**src/rtl/ct_spsram_ctrl_pkg.sv**
```systemverilog
// Shared types and helpers for the 2048x32 single-port SRAM controller.
// Default geometry lives here so the top and bench agree on it.
package ct_spsram_ctrl_pkg;

  localparam int ADDR_WIDTH_DFLT = 11;
  localparam int DATA_WIDTH_DFLT = 32;
  localparam int BE_WIDTH        = DATA_WIDTH_DFLT / 8;
  localparam int DEPTH           = 1 << ADDR_WIDTH_DFLT;

  typedef enum logic [1:0] {
    RST_IDLE,
    INIT,
    RUN
  } state_t;

  // Active-high byte enables to the macro's active-low per-bit write mask.
  function automatic logic [DATA_WIDTH_DFLT-1:0] be2wen(input logic [BE_WIDTH-1:0] be);
    logic [DATA_WIDTH_DFLT-1:0] m;
    m = '1;
    for (int i = 0; i < BE_WIDTH; i++) begin
      m[8*i +: 8] = {8{~be[i]}};
    end
    return m;
  endfunction

endpackage

```
**src/rtl/ct_spsram_rsp_fifo.sv**
```systemverilog
// Read-response buffer: sync FIFO, output valid same cycle as push lands (0-cycle fall-through not provided).
// Pops are ignored when empty; push with no room is prevented upstream by credits and flagged by assertion.
module ct_spsram_rsp_fifo #(
  parameter int WIDTH = 32,
  parameter int DEPTH = 3,
  localparam int CW = $clog2(DEPTH + 1),
  localparam int PW = (DEPTH > 1) ? $clog2(DEPTH) : 1
) (
  input  logic             forever_cpuclk,
  input  logic             cpurst_b,
  input  logic             push,
  input  logic [WIDTH-1:0] push_dat,
  input  logic             pop,
  output logic [WIDTH-1:0] pop_dat,
  output logic [CW-1:0]    cnt,
  output logic             empty
);

  logic [WIDTH-1:0] mem [DEPTH];
  logic [PW-1:0]    wr_ptr;
  logic [PW-1:0]    rd_ptr;
  logic             do_pop;

  // Pointers wrap modulo DEPTH, which need not be a power of two.
  function automatic logic [PW-1:0] ptr_inc(input logic [PW-1:0] p);
    return (p == PW'(DEPTH - 1)) ? '0 : p + 1'b1;
  endfunction

  assign empty   = (cnt == '0);
  assign do_pop  = pop & ~empty;
  assign pop_dat = empty ? '0 : mem[rd_ptr];

  always_ff @(posedge forever_cpuclk) begin
    if (push) begin
      mem[wr_ptr] <= push_dat;
    end
  end

  always_ff @(posedge forever_cpuclk) begin
    if (!cpurst_b) begin
      wr_ptr <= '0;
      rd_ptr <= '0;
      cnt    <= '0;
    end else begin
      if (push) begin
        wr_ptr <= ptr_inc(wr_ptr);
      end
      if (do_pop) begin
        rd_ptr <= ptr_inc(rd_ptr);
      end
      case ({push, do_pop})
        2'b10:   cnt <= cnt + 1'b1;
        2'b01:   cnt <= cnt - 1'b1;
        default: cnt <= cnt;
      endcase
    end
  end

  always_ff @(posedge forever_cpuclk) begin
    if (cpurst_b && push && !do_pop) begin
      assert (cnt != CW'(DEPTH)) else $error("rsp fifo overflow");
    end
  end

endmodule

```
**src/rtl/ct_spsram_2048x32_ctrl.sv**
```systemverilog
// Valid/ready front end for the 2048x32 SP-SRAM macro; zero-fills on reset/init_req, read data 2 cycles after accept.
// req_rdy is withheld by response-buffer credits (buffered + in-flight reads) and while init_req is pending.
module ct_spsram_2048x32_ctrl
  import ct_spsram_ctrl_pkg::*;
#(
  parameter int ADDR_WIDTH = ADDR_WIDTH_DFLT,
  parameter int DATA_WIDTH = DATA_WIDTH_DFLT,
  parameter int RSP_DEPTH  = 3,
  parameter int INIT_EN    = 1,
  localparam int BE_W = DATA_WIDTH / 8,
  localparam int CW   = $clog2(RSP_DEPTH + 1)
) (
  input  logic                  forever_cpuclk,
  input  logic                  cpurst_b,
  input  logic                  init_req,
  output logic                  init_done,
  input  logic                  req_vld,
  output logic                  req_rdy,
  input  logic                  req_wr,
  input  logic [ADDR_WIDTH-1:0] req_addr,
  input  logic [DATA_WIDTH-1:0] req_wdata,
  input  logic [BE_W-1:0]       req_be,
  output logic                  rsp_vld,
  input  logic                  rsp_rdy,
  output logic [DATA_WIDTH-1:0] rsp_rdata,
  output logic                  sram_cen,
  output logic                  sram_gwen,
  output logic [DATA_WIDTH-1:0] sram_wen,
  output logic [ADDR_WIDTH-1:0] sram_a,
  output logic [DATA_WIDTH-1:0] sram_d,
  input  logic [DATA_WIDTH-1:0] sram_q
);

  state_t                state;
  state_t                state_nxt;
  logic [ADDR_WIDTH-1:0] init_cnt;
  logic                  rd_pend;
  logic                  accept;
  logic [CW-1:0]         buf_cnt;
  logic                  buf_empty;

  assign init_done = (state == RUN);
  // Credit check ignores a same-cycle pop so the FIFO never has to bypass.
  assign req_rdy   = cpurst_b & (state == RUN) & ~init_req &
                     ((int'(buf_cnt) + int'(rd_pend)) < RSP_DEPTH);
  assign accept    = req_vld & req_rdy;
  assign rsp_vld   = ~buf_empty;

  always_comb begin
    state_nxt = state;
    sram_cen  = 1'b1;
    sram_gwen = 1'b1;
    sram_wen  = '1;
    sram_a    = '0;
    sram_d    = '0;
    case (state)
      RST_IDLE: begin
        state_nxt = (INIT_EN != 0) ? INIT : RUN;
      end
      INIT: begin
        sram_cen  = 1'b0;
        sram_gwen = 1'b0;
        sram_wen  = '0;
        sram_a    = init_cnt;
        if (init_cnt == '1) begin
          state_nxt = RUN;
        end
      end
      RUN: begin
        sram_cen  = ~accept;
        sram_gwen = ~(accept & req_wr);
        sram_wen  = be2wen(req_be);
        sram_a    = req_addr;
        sram_d    = req_wdata;
        if (init_req && !accept && !rd_pend && (INIT_EN != 0)) begin
          state_nxt = INIT;
        end
      end
      default: state_nxt = RST_IDLE;
    endcase
    // Keep the macro quiet during the reset edge even if we were mid-access.
    if (!cpurst_b) begin
      sram_cen  = 1'b1;
      sram_gwen = 1'b1;
    end
  end

  always_ff @(posedge forever_cpuclk) begin
    if (!cpurst_b) begin
      state    <= RST_IDLE;
      init_cnt <= '0;
      rd_pend  <= 1'b0;
    end else begin
      state   <= state_nxt;
      rd_pend <= accept & ~req_wr;
      if (state == INIT) begin
        init_cnt <= init_cnt + 1'b1;
      end else if (state_nxt == INIT) begin
        init_cnt <= '0;
      end
    end
  end

  ct_spsram_rsp_fifo #(
    .WIDTH (DATA_WIDTH),
    .DEPTH (RSP_DEPTH)
  ) u_rsp_fifo (
    .forever_cpuclk (forever_cpuclk),
    .cpurst_b       (cpurst_b),
    .push           (rd_pend),
    .push_dat       (sram_q),
    .pop            (rsp_rdy),
    .pop_dat        (rsp_rdata),
    .cnt            (buf_cnt),
    .empty          (buf_empty)
  );

endmodule

```
**config.mk**
```make
export PLATFORM = sky130hd
export DESIGN_NAME = ct_spsram_2048x32_ctrl
export DESIGN_NICKNAME = d
export VERILOG_FILES = /design/src/rtl/ct_spsram_ctrl_pkg.sv /design/src/rtl/ct_spsram_rsp_fifo.sv /design/src/rtl/ct_spsram_2048x32_ctrl.sv
export SDC_FILE = /design/constraint.sdc
export NUM_CORES = 1
export LEC_CHECK = 0
export CAP_MARGIN = 20
export CORE_ASPECT_RATIO = 0.8
export CORE_MARGIN = 5
export CORE_UTILIZATION = 45
export DETAILED_ROUTE_END_ITERATION = 12
export HOLD_SLACK_MARGIN = 0.03
export PLACE_DENSITY = 0.84
export RECOVER_POWER = 25
export REMOVE_ABC_BUFFERS = 1
export SLEW_MARGIN = 40
export SYNTH_ARGS = -nofsm -noshare
export SYNTH_HDL_FRONTEND = slang
export SYNTH_SLANG_ARGS = --single-unit
```
**constraint.sdc**
```tcl
create_clock -name forever_cpuclk -period 4.6 [get_ports forever_cpuclk]
set_input_delay 1.15 -clock forever_cpuclk [delete_from_list [all_inputs] [get_ports forever_cpuclk]]
set_output_delay 1.15 -clock forever_cpuclk [all_outputs]
set_load 0.02 [all_outputs]
```
==> flow_summary.toml, run 1 <==
[critical_path]
cp-end-kind = "output port"
cp.required_ns = 3.45
criticalPathCategory = "in2out"
worst_ep_arrival_time_ns = 2.98
critical_path.max_fanout = 3
type_of_element_launching_the_critical_path = "input pin"

[timing]
achievable_clock_frequency_mhz = 242
timing.setup.tns_ns = 0
finalMaxSlewViolations = 0
finalCritPeriodShare_pct = 89.9
worstMarginPinSlew_ns = 0.956
timing.clock.skew_ns = 0.00603
fin_ws_ns = 0.465
clock_period_minus_final_worst_setup_slack_ns = 4.13
final_hold_viol_count = 0
setup-violations-final = 0
slew_headroom_pct = 36.3
unrepaired_setup_endpoints_after_global_routing = "no"

[grt]
initial_antenna_violation_count = 0
grt_use_met1_pct = 22.3
first_global_vias = 4316
grt_util_met2_pct = 35.5
grt_max_degree = 49
met3_usage_grt_pct = 8.79
grt-busiest-layer = "met2"
grt_first_pass_wirelength_mm = 22.5
global_route.overflow_total = 0
grt_util_all_layers_pct = 20.4

[cells_and_area]
drive_gt1_share_pct = 8.28
number_of_antenna_diodes = 0
most-common-layout-cells = "clkdlybuf4s50_1 (178), edfxtp_1 (96), nor2_1 (77), a21oi_1 (42), and2_1 (34)"
final-instance-count-excl-fill = 788
flow.area_growth_from_synthesis_pct = 48.7
layout.nets = 720
layout_commonest_cell = "clkdlybuf4s50_1"

[route]
vias_per_cell = 5.12
via_count = 4032
drt-pass1-iter-count = 5
drcViolationCount = 0
drtAntennaViolNets = 0
drt_iter0_drc = 213
drt-wirelength-per-cell_um = 18.2
routed_wl_mm = 14.3

[die]
vertical_die_dimension_um = 108
design.portCount = 197
floorplan.initialDensity_pct = 46.3
num_rows = 35
coreArea_um2 = 11600
die-area_um2 = 14200
chipWidth_um = 132

[synth]
synth_instances = 450
netlist_cell_types = 39
synth-warning-count = 0
share_of_synthesized_area_occupied_by_flip_flops_and_latches_pct = 61.8
netlist_area_pre_place_um2 = 5380
yosys_register_bits = 118
syn-mean-instance-area_um2 = 11.9

[clock_tree]
max_root_sink_buffers = 2
cts.hold.buffers_added = 0
htree_num_levels = 4
tritoncts = "done"
worstSkewPairLatency_ns = 0.41
clockRootBuffer = "clkbuf_16"
post-cts-setup-buffers = 0
total_cts_buffers = 17
clock_slew_at_the_register_clock_pins_of_the_worst_setup_and_hold_paths_ns = 0.06
post_cts_resized = 0
cts_num_sinks = 118

[flow_run]
maxCapViolCount = 0

[placed_design]
hpwl_mm = 10.3
placed_instance_count = 756
routabilityCongestion = 0.791
placement.setup.worst_slack_ns = 0.423
placement.io_buffers = 196

[status]
status = "completed"

[power]
static-leakage-power_nw = 2.78
powerDensity_nw_per_um2 = 357
vdd.ir_drop.worst_v = 0.000239

[worst_hold_path]
hp-class = "reg2reg"
-- state kept, by name, summed over array words and instances (netlist names), named ones only --
name / cells
u_rsp_fifo.rd_ptr: 2
u_rsp_fifo.cnt: 2
u_rsp_fifo.wr_ptr: 2
init_cnt: 11
u_rsp_fifo.mem: 96
state: 2
rd_pend: 1
-- report_power, final --
part | internal (mW) | leakage (nW) | switching [mW]
clock | 0.980 | 0.317 | 0.477
sequential | 1.16 | 1.04 | 0.00370
combinational | 0.128 | 1.42 | 0.110
total | 2.26 | 2.78 | 0.590
-- synth_stat cells (all sizes together) --
cell      n  area (um^2)
or3       1         6.26
and4      1         8.76
o211ai    1         7.51
nand2b    2         20.0
and2     34          213
o311a     1         10.0
o32ai     1         8.76
clkbuf   16         60.1
a221o     1         10.0
nor2     78          293
a2111oi   1         15.0
a21o      1         7.51
mux2i    32          320
nand2     5         18.8
nand4     5         31.3
a32o      1         10.0
nor3      3         15.0
o2bb2ai   1         15.0
inv       6         22.5
ha        8          100
xor2      7         61.3
xnor2     3         26.3
a21oi    42          210
dfxtp    22          440
o41ai     1         27.5
buf      35          241
a21boi    1         7.51
nand3     4         20.0
edfxtp   96         2880
nor2b    17          106
and3      6         42.5
nor3b     2         15.0
o21ai     4         20.0
a22oi    11         82.6
-- layer usage --
metal | wire [um] | up-vias
met4 | 340 | 0
met1 | 5450 | 1888
li1 | - | 1931
met5 | 0 | -
met2 | 7230 | 191
met3 | 1330 | 22
-- path summary, 6_finish.rpt --
kind	from	to	slack [ns]	cells past startpoint
setup / recovery	cpurst_b	sram_cen	0.47	6
hold / removal	u_rsp_fifo.cnt[1]$_SDFFE_PN0P_	u_rsp_fifo.cnt[1]$_SDFFE_PN0P_	0.54	2
setup reg to reg	u_rsp_fifo.wr_ptr[1]$_SDFFE_PN0P_	u_rsp_fifo.mem[2][30]$_DFFE_PP_	2.42	3
hold reg to reg	u_rsp_fifo.cnt[1]$_SDFFE_PN0P_	u_rsp_fifo.cnt[1]$_SDFFE_PN0P_	0.54	2
-- layout make-up --
cell class                 count  area [um^2]
clock buffer                  18          439
clock inverter                14          223
fill                         813         3610
inverter                       6         22.5
multi-input combinational    275         1750
sequential                   118         3330
tap                          148          185
timing repair buffer         209         2050
-- stage by stage --
| step | util, % | power, mW | instance area [um^2] | hold WS [ns] |
|---|---|---|---|---|
| 2_1_floorplan | - | 1.26 | 5070 | 0.491 |
| 3_3_place_gp | 63.1 | 1.42 | 7330 | 0.519 |
| 3_5_place_dp | 63.5 | 1.42 | 7360 | 0.537 |
| 4_1_cts | 69.2 | 2.88 | 8030 | 0.545 |
| 5_1_grt | 68.9 | 2.94 | 8000 | 0.580 |
| 6_report | 68.9 | 2.85 | 8000 | 0.535 |
-- worst max-delay path, cell delays in order --
cell and delay [ns]:
clkdlybuf4s50_1 0.53, nand2_1 0.08, a2111oi_2 0.29, and2_1 0.19, o21ai_0 0.14, clkdlybuf4s50_1 0.61
-- cells by family after synthesis --
family                     count (synthesis)  share of synthesized area (%)
muxes                                     32                           5.96
xor gates and xnor gates                  10                           1.63
DFF                                      118                           61.8
and+or+nand+nor                          158                           14.7
adders and majority gates                  8                           1.86
AOI/OAI and AO/OA                         67                           8.03
buffers and inverters                     57                           6.03
(Power assumes the default switching activity.)
==> inputs of run 2 (changes only) <==
--- a/config.mk
+++ b/config.mk
@@ -8,13 +8,14 @@
 export CAP_MARGIN = 20
 export CORE_ASPECT_RATIO = 0.8
 export CORE_MARGIN = 5
-export CORE_UTILIZATION = 45
+export CORE_UTILIZATION = 41
 export DETAILED_ROUTE_END_ITERATION = 12
 export HOLD_SLACK_MARGIN = 0.03
-export PLACE_DENSITY = 0.84
+export PLACE_DENSITY = 0.8
 export RECOVER_POWER = 25
 export REMOVE_ABC_BUFFERS = 1
 export SLEW_MARGIN = 40
 export SYNTH_ARGS = -nofsm -noshare
 export SYNTH_HDL_FRONTEND = slang
+export SYNTH_HIERARCHICAL = 1
 export SYNTH_SLANG_ARGS = --single-unit
==> constraint.sdc (replaced) <==
create_clock -name forever_cpuclk -period 3.4 [get_ports forever_cpuclk]
set_input_delay 0.85 -clock forever_cpuclk [delete_from_list [all_inputs] [get_ports forever_cpuclk]]
set_output_delay 0.85 -clock forever_cpuclk [all_outputs]
set_load 0.02 [all_outputs]
==> flow_summary.toml, run 2 <==
[status]
status = "completed"

[synth]
netlist_area_pre_place_um2 = 5600
synth-warning-count = 6
syn-mean-instance-area_um2 = 12.9
synth-main-ff-cell = "edfxtp_1"
yosys_register_bits = 118
synth_instances = 433
synthDominantAreaCellType = "edfxtp_1"
netlist_cell_types = 49
share_of_synthesized_area_occupied_by_flip_flops_and_latches_pct = 59.3
postSynth.asyncResetShare_pct = 0
synth.most_common_cell = "edfxtp_1"
post_synth_main_area_contributors = "edfxtp_1 (51%), dfxtp_1 (7.9%), mux2i_1 (5.7%), mux2_2 (5.0%), and2_1 (3.9%)"
portion_of_synthesized_cell_area_occupied_by_the_leading_cell_type_pct = 51.4
synth.cells.most_frequent = "edfxtp_1 (96), nor2_1 (36), and2_1 (35)"
synth_edf_count = 96

[route]
vias_per_cell = 5.02
via_count = 4056
routed_wl_mm = 14.2
drtAntennaViolNets = 0
drt_iter0_drc = 167
drt-wirelength-per-cell_um = 17.6
drcViolationCount = 0
drt-pass1-iter-count = 4

[power]
vdd.ir_drop.worst_v = 0.000368
post-layout-total-power_mw = 3.52
static-leakage-power_nw = 2.90
powerDensity_nw_per_um2 = 426

[critical_path]
type_of_element_launching_the_critical_path = "input pin"
critPathLaunch = "cpurst_b"
r2r_end = "u_rsp_fifo/cnt[1]$_SDFFE_PN0P_"
cp.required_ns = 2.55
ff2ff_setup_slack_ns = 1.71
worst_ep_arrival_time_ns = 2.39
worst_r2r_startpoint = "u_rsp_fifo/cnt[0]$_SDFFE_PN0P_"
worst_reg_to_reg_path_cell_count = 5
critical_path.endpoint = "sram_gwen"
cp-end-kind = "output port"
critical_path.max_fanout = 3
criticalPathCategory = "in2out"

[clock_tree]
post-cts-setup-buffers = 0
tritoncts = "done"
cts.hold.buffers_added = 0
max_root_sink_buffers = 2
clockRootBuffer = "clkbuf_16"
cts_num_sinks = 118
worstSkewPairLatency_ns = 0.40
htree_num_levels = 4
total_cts_buffers = 17
post_cts_resized = 12
clock_slew_at_the_register_clock_pins_of_the_worst_setup_and_hold_paths_ns = 0.05

[die]
coreArea_um2 = 13500
chipWidth_um = 141
die-area_um2 = 16100
design.portCount = 197
floorplan.initialDensity_pct = 41.5
num_rows = 38
vertical_die_dimension_um = 115

[cells_and_area]
most-common-layout-cells = "clkdlybuf4s50_1 (134), edfxtp_1 (96), and2_1 (35), nor2_1 (34), mux2i_1 (32)"
layout_commonest_cell = "clkdlybuf4s50_1"
layout.nets = 709
final_util_pct = 61.3
flow.area_growth_from_synthesis_pct = 47.7
regMostFlops = "u_rsp_fifo/mem"
reg.largest.list = "u_rsp_fifo/mem: 96 flops, init_cnt: 11 flops"
drive_gt1_share_pct = 14.4
fill_cell_total_of_the_finished_layout = 1024
number_of_flip_flops_under_the_largest_register_name = 96

[grt]
first_global_vias = 4336
grt_util_all_layers_pct = 17.8
grt_max_degree = 43
grt_first_pass_wirelength_mm = 22.0
initial_antenna_violation_count = 3
global_route.overflow_total = 0

[worst_hold_path]
hp-class = "reg2reg"

[timing]
setup-violations-final = 0
worstMarginPinSlew_ns = 0.564
finalMaxSlewViolations = 0
achievable_clock_frequency_mhz = 308
unrepaired_setup_endpoints_after_global_routing = "no"
final_hold_viol_count = 0
slew_headroom_pct = 62.2
timing.setup.tns_ns = 0
finalCritPeriodShare_pct = 95.4
clock_period_minus_final_worst_setup_slack_ns = 3.24
timing.clock.skew_ns = 0.00721

[placed_design]
routabilityCongestion = 0.840
placement.io_buffers = 196
hpwl_mm = 10.2

[flow_run]
maxCapViolCount = 0
run 2: changes by cell type in the layout (fill, tap and decap cells not counted), moves of 5 or more:
cell / before / now
a21oi_1: 42 / 7
clkdlybuf4s50_1: 178 / 134
dlygate4sd2_1: 0 / 10
dlygate4sd3_1: 18 / 27
dlymetal6s2s_1: 0 / 25
mux2_1: 0 / 8
mux2_2: 0 / 25
nand2_1: 5 / 12
nor2_1: 77 / 34
nor2b_1: 17 / 12
o21ai_0: 3 / 9
xor2_1: 7 / 0
run 2: cells by family after synthesis:
family / after synthesis / synth area share, %
AO/OA/AOI/OAI: 53 / 6.85
AND/OR/NAND/NOR: 124 / 12.6
buffers and inverters: 62 / 6.68
flip-flops: 118 / 59.3
XOR/XNOR: 3 / 0.469
adder cells (fa/ha/maj): 8 / 1.79
multiplexers: 65 / 12.3
run 2: how the worst min path moves through the flow:
stage                                      startpoint                       end  slack, ns  cells after the start
finish              u_rsp_fifo/rd_ptr[0]$_SDFFE_PN0N_                 flip-flop       0.52                      2
CTS                 u_rsp_fifo/rd_ptr[0]$_SDFFE_PN0N_                 flip-flop       0.52                      2
floorplan                    init_cnt[5]$_SDFFE_PN0P_  init_cnt[5]$_SDFFE_PN0P_       0.46                      1
global route        u_rsp_fifo/rd_ptr[0]$_SDFFE_PN0N_                 flip-flop       0.54                      2
global placement    u_rsp_fifo/rd_ptr[0]$_SDFFE_PN0N_                 flip-flop       0.48                      2
detailed placement  u_rsp_fifo/rd_ptr[0]$_SDFFE_PN0N_                 flip-flop       0.51                      2
run 2: where the power goes:
group / switching (mW) / total [mW] / internal (mW)
combinational: 0.157 / 0.320 / 0.163
clock: 0.573 / 1.63 / 1.06
sequential: 0.00612 / 1.57 / 1.56
total: 0.735 / 3.52 / 2.79
run 2: critical path: stages:
cell             delay, ns
clkdlybuf4s50_1       0.48
nand2_1               0.09
a2111oi_4             0.36
and3_1                0.21
o21ai_1               0.07
dlygate4sd2_1         0.35
run 2: layout make-up:
type	instances	area, um^2	share of cell area [%]
diodes	1	2.50	0.0302
clock buffers	20	437	5.28
clock inverters	10	109	1.32
inverters	12	45.0	0.544
multi-input cells	253	1940	23.5
flip-flops and latches	118	3330	40.2
well taps	180	225	2.72
repair buffers	214	2190	26.5
run 2: layer usage:
| layer | GRT usage, % | up-vias | share of wire, % |
|---|---|---|---|
| met5 | 0 | - | 0.15 |
| met2 | 30.4 | 169 | 49 |
| met3 | 7.77 | 22 | 9.4 |
| met4 | 6.71 | 4 | 1.7 |
| li1 | - | 1908 | - |
| met1 | 19.6 | 1953 | 40 |
run 2: per-stage QoR:
step                      worst slack, ns  cells  area (um^2)  hold slack (ns)
after floorplan                     -1.35    383         5280            0.461
after global placement            -0.0714    775         7620            0.480
after detailed placement          -0.0710    777         7660            0.513
after CTS                        -0.00779    807         8200            0.525
after global routing               0.0316    808         8280            0.544
final                               0.157    808         8280            0.520
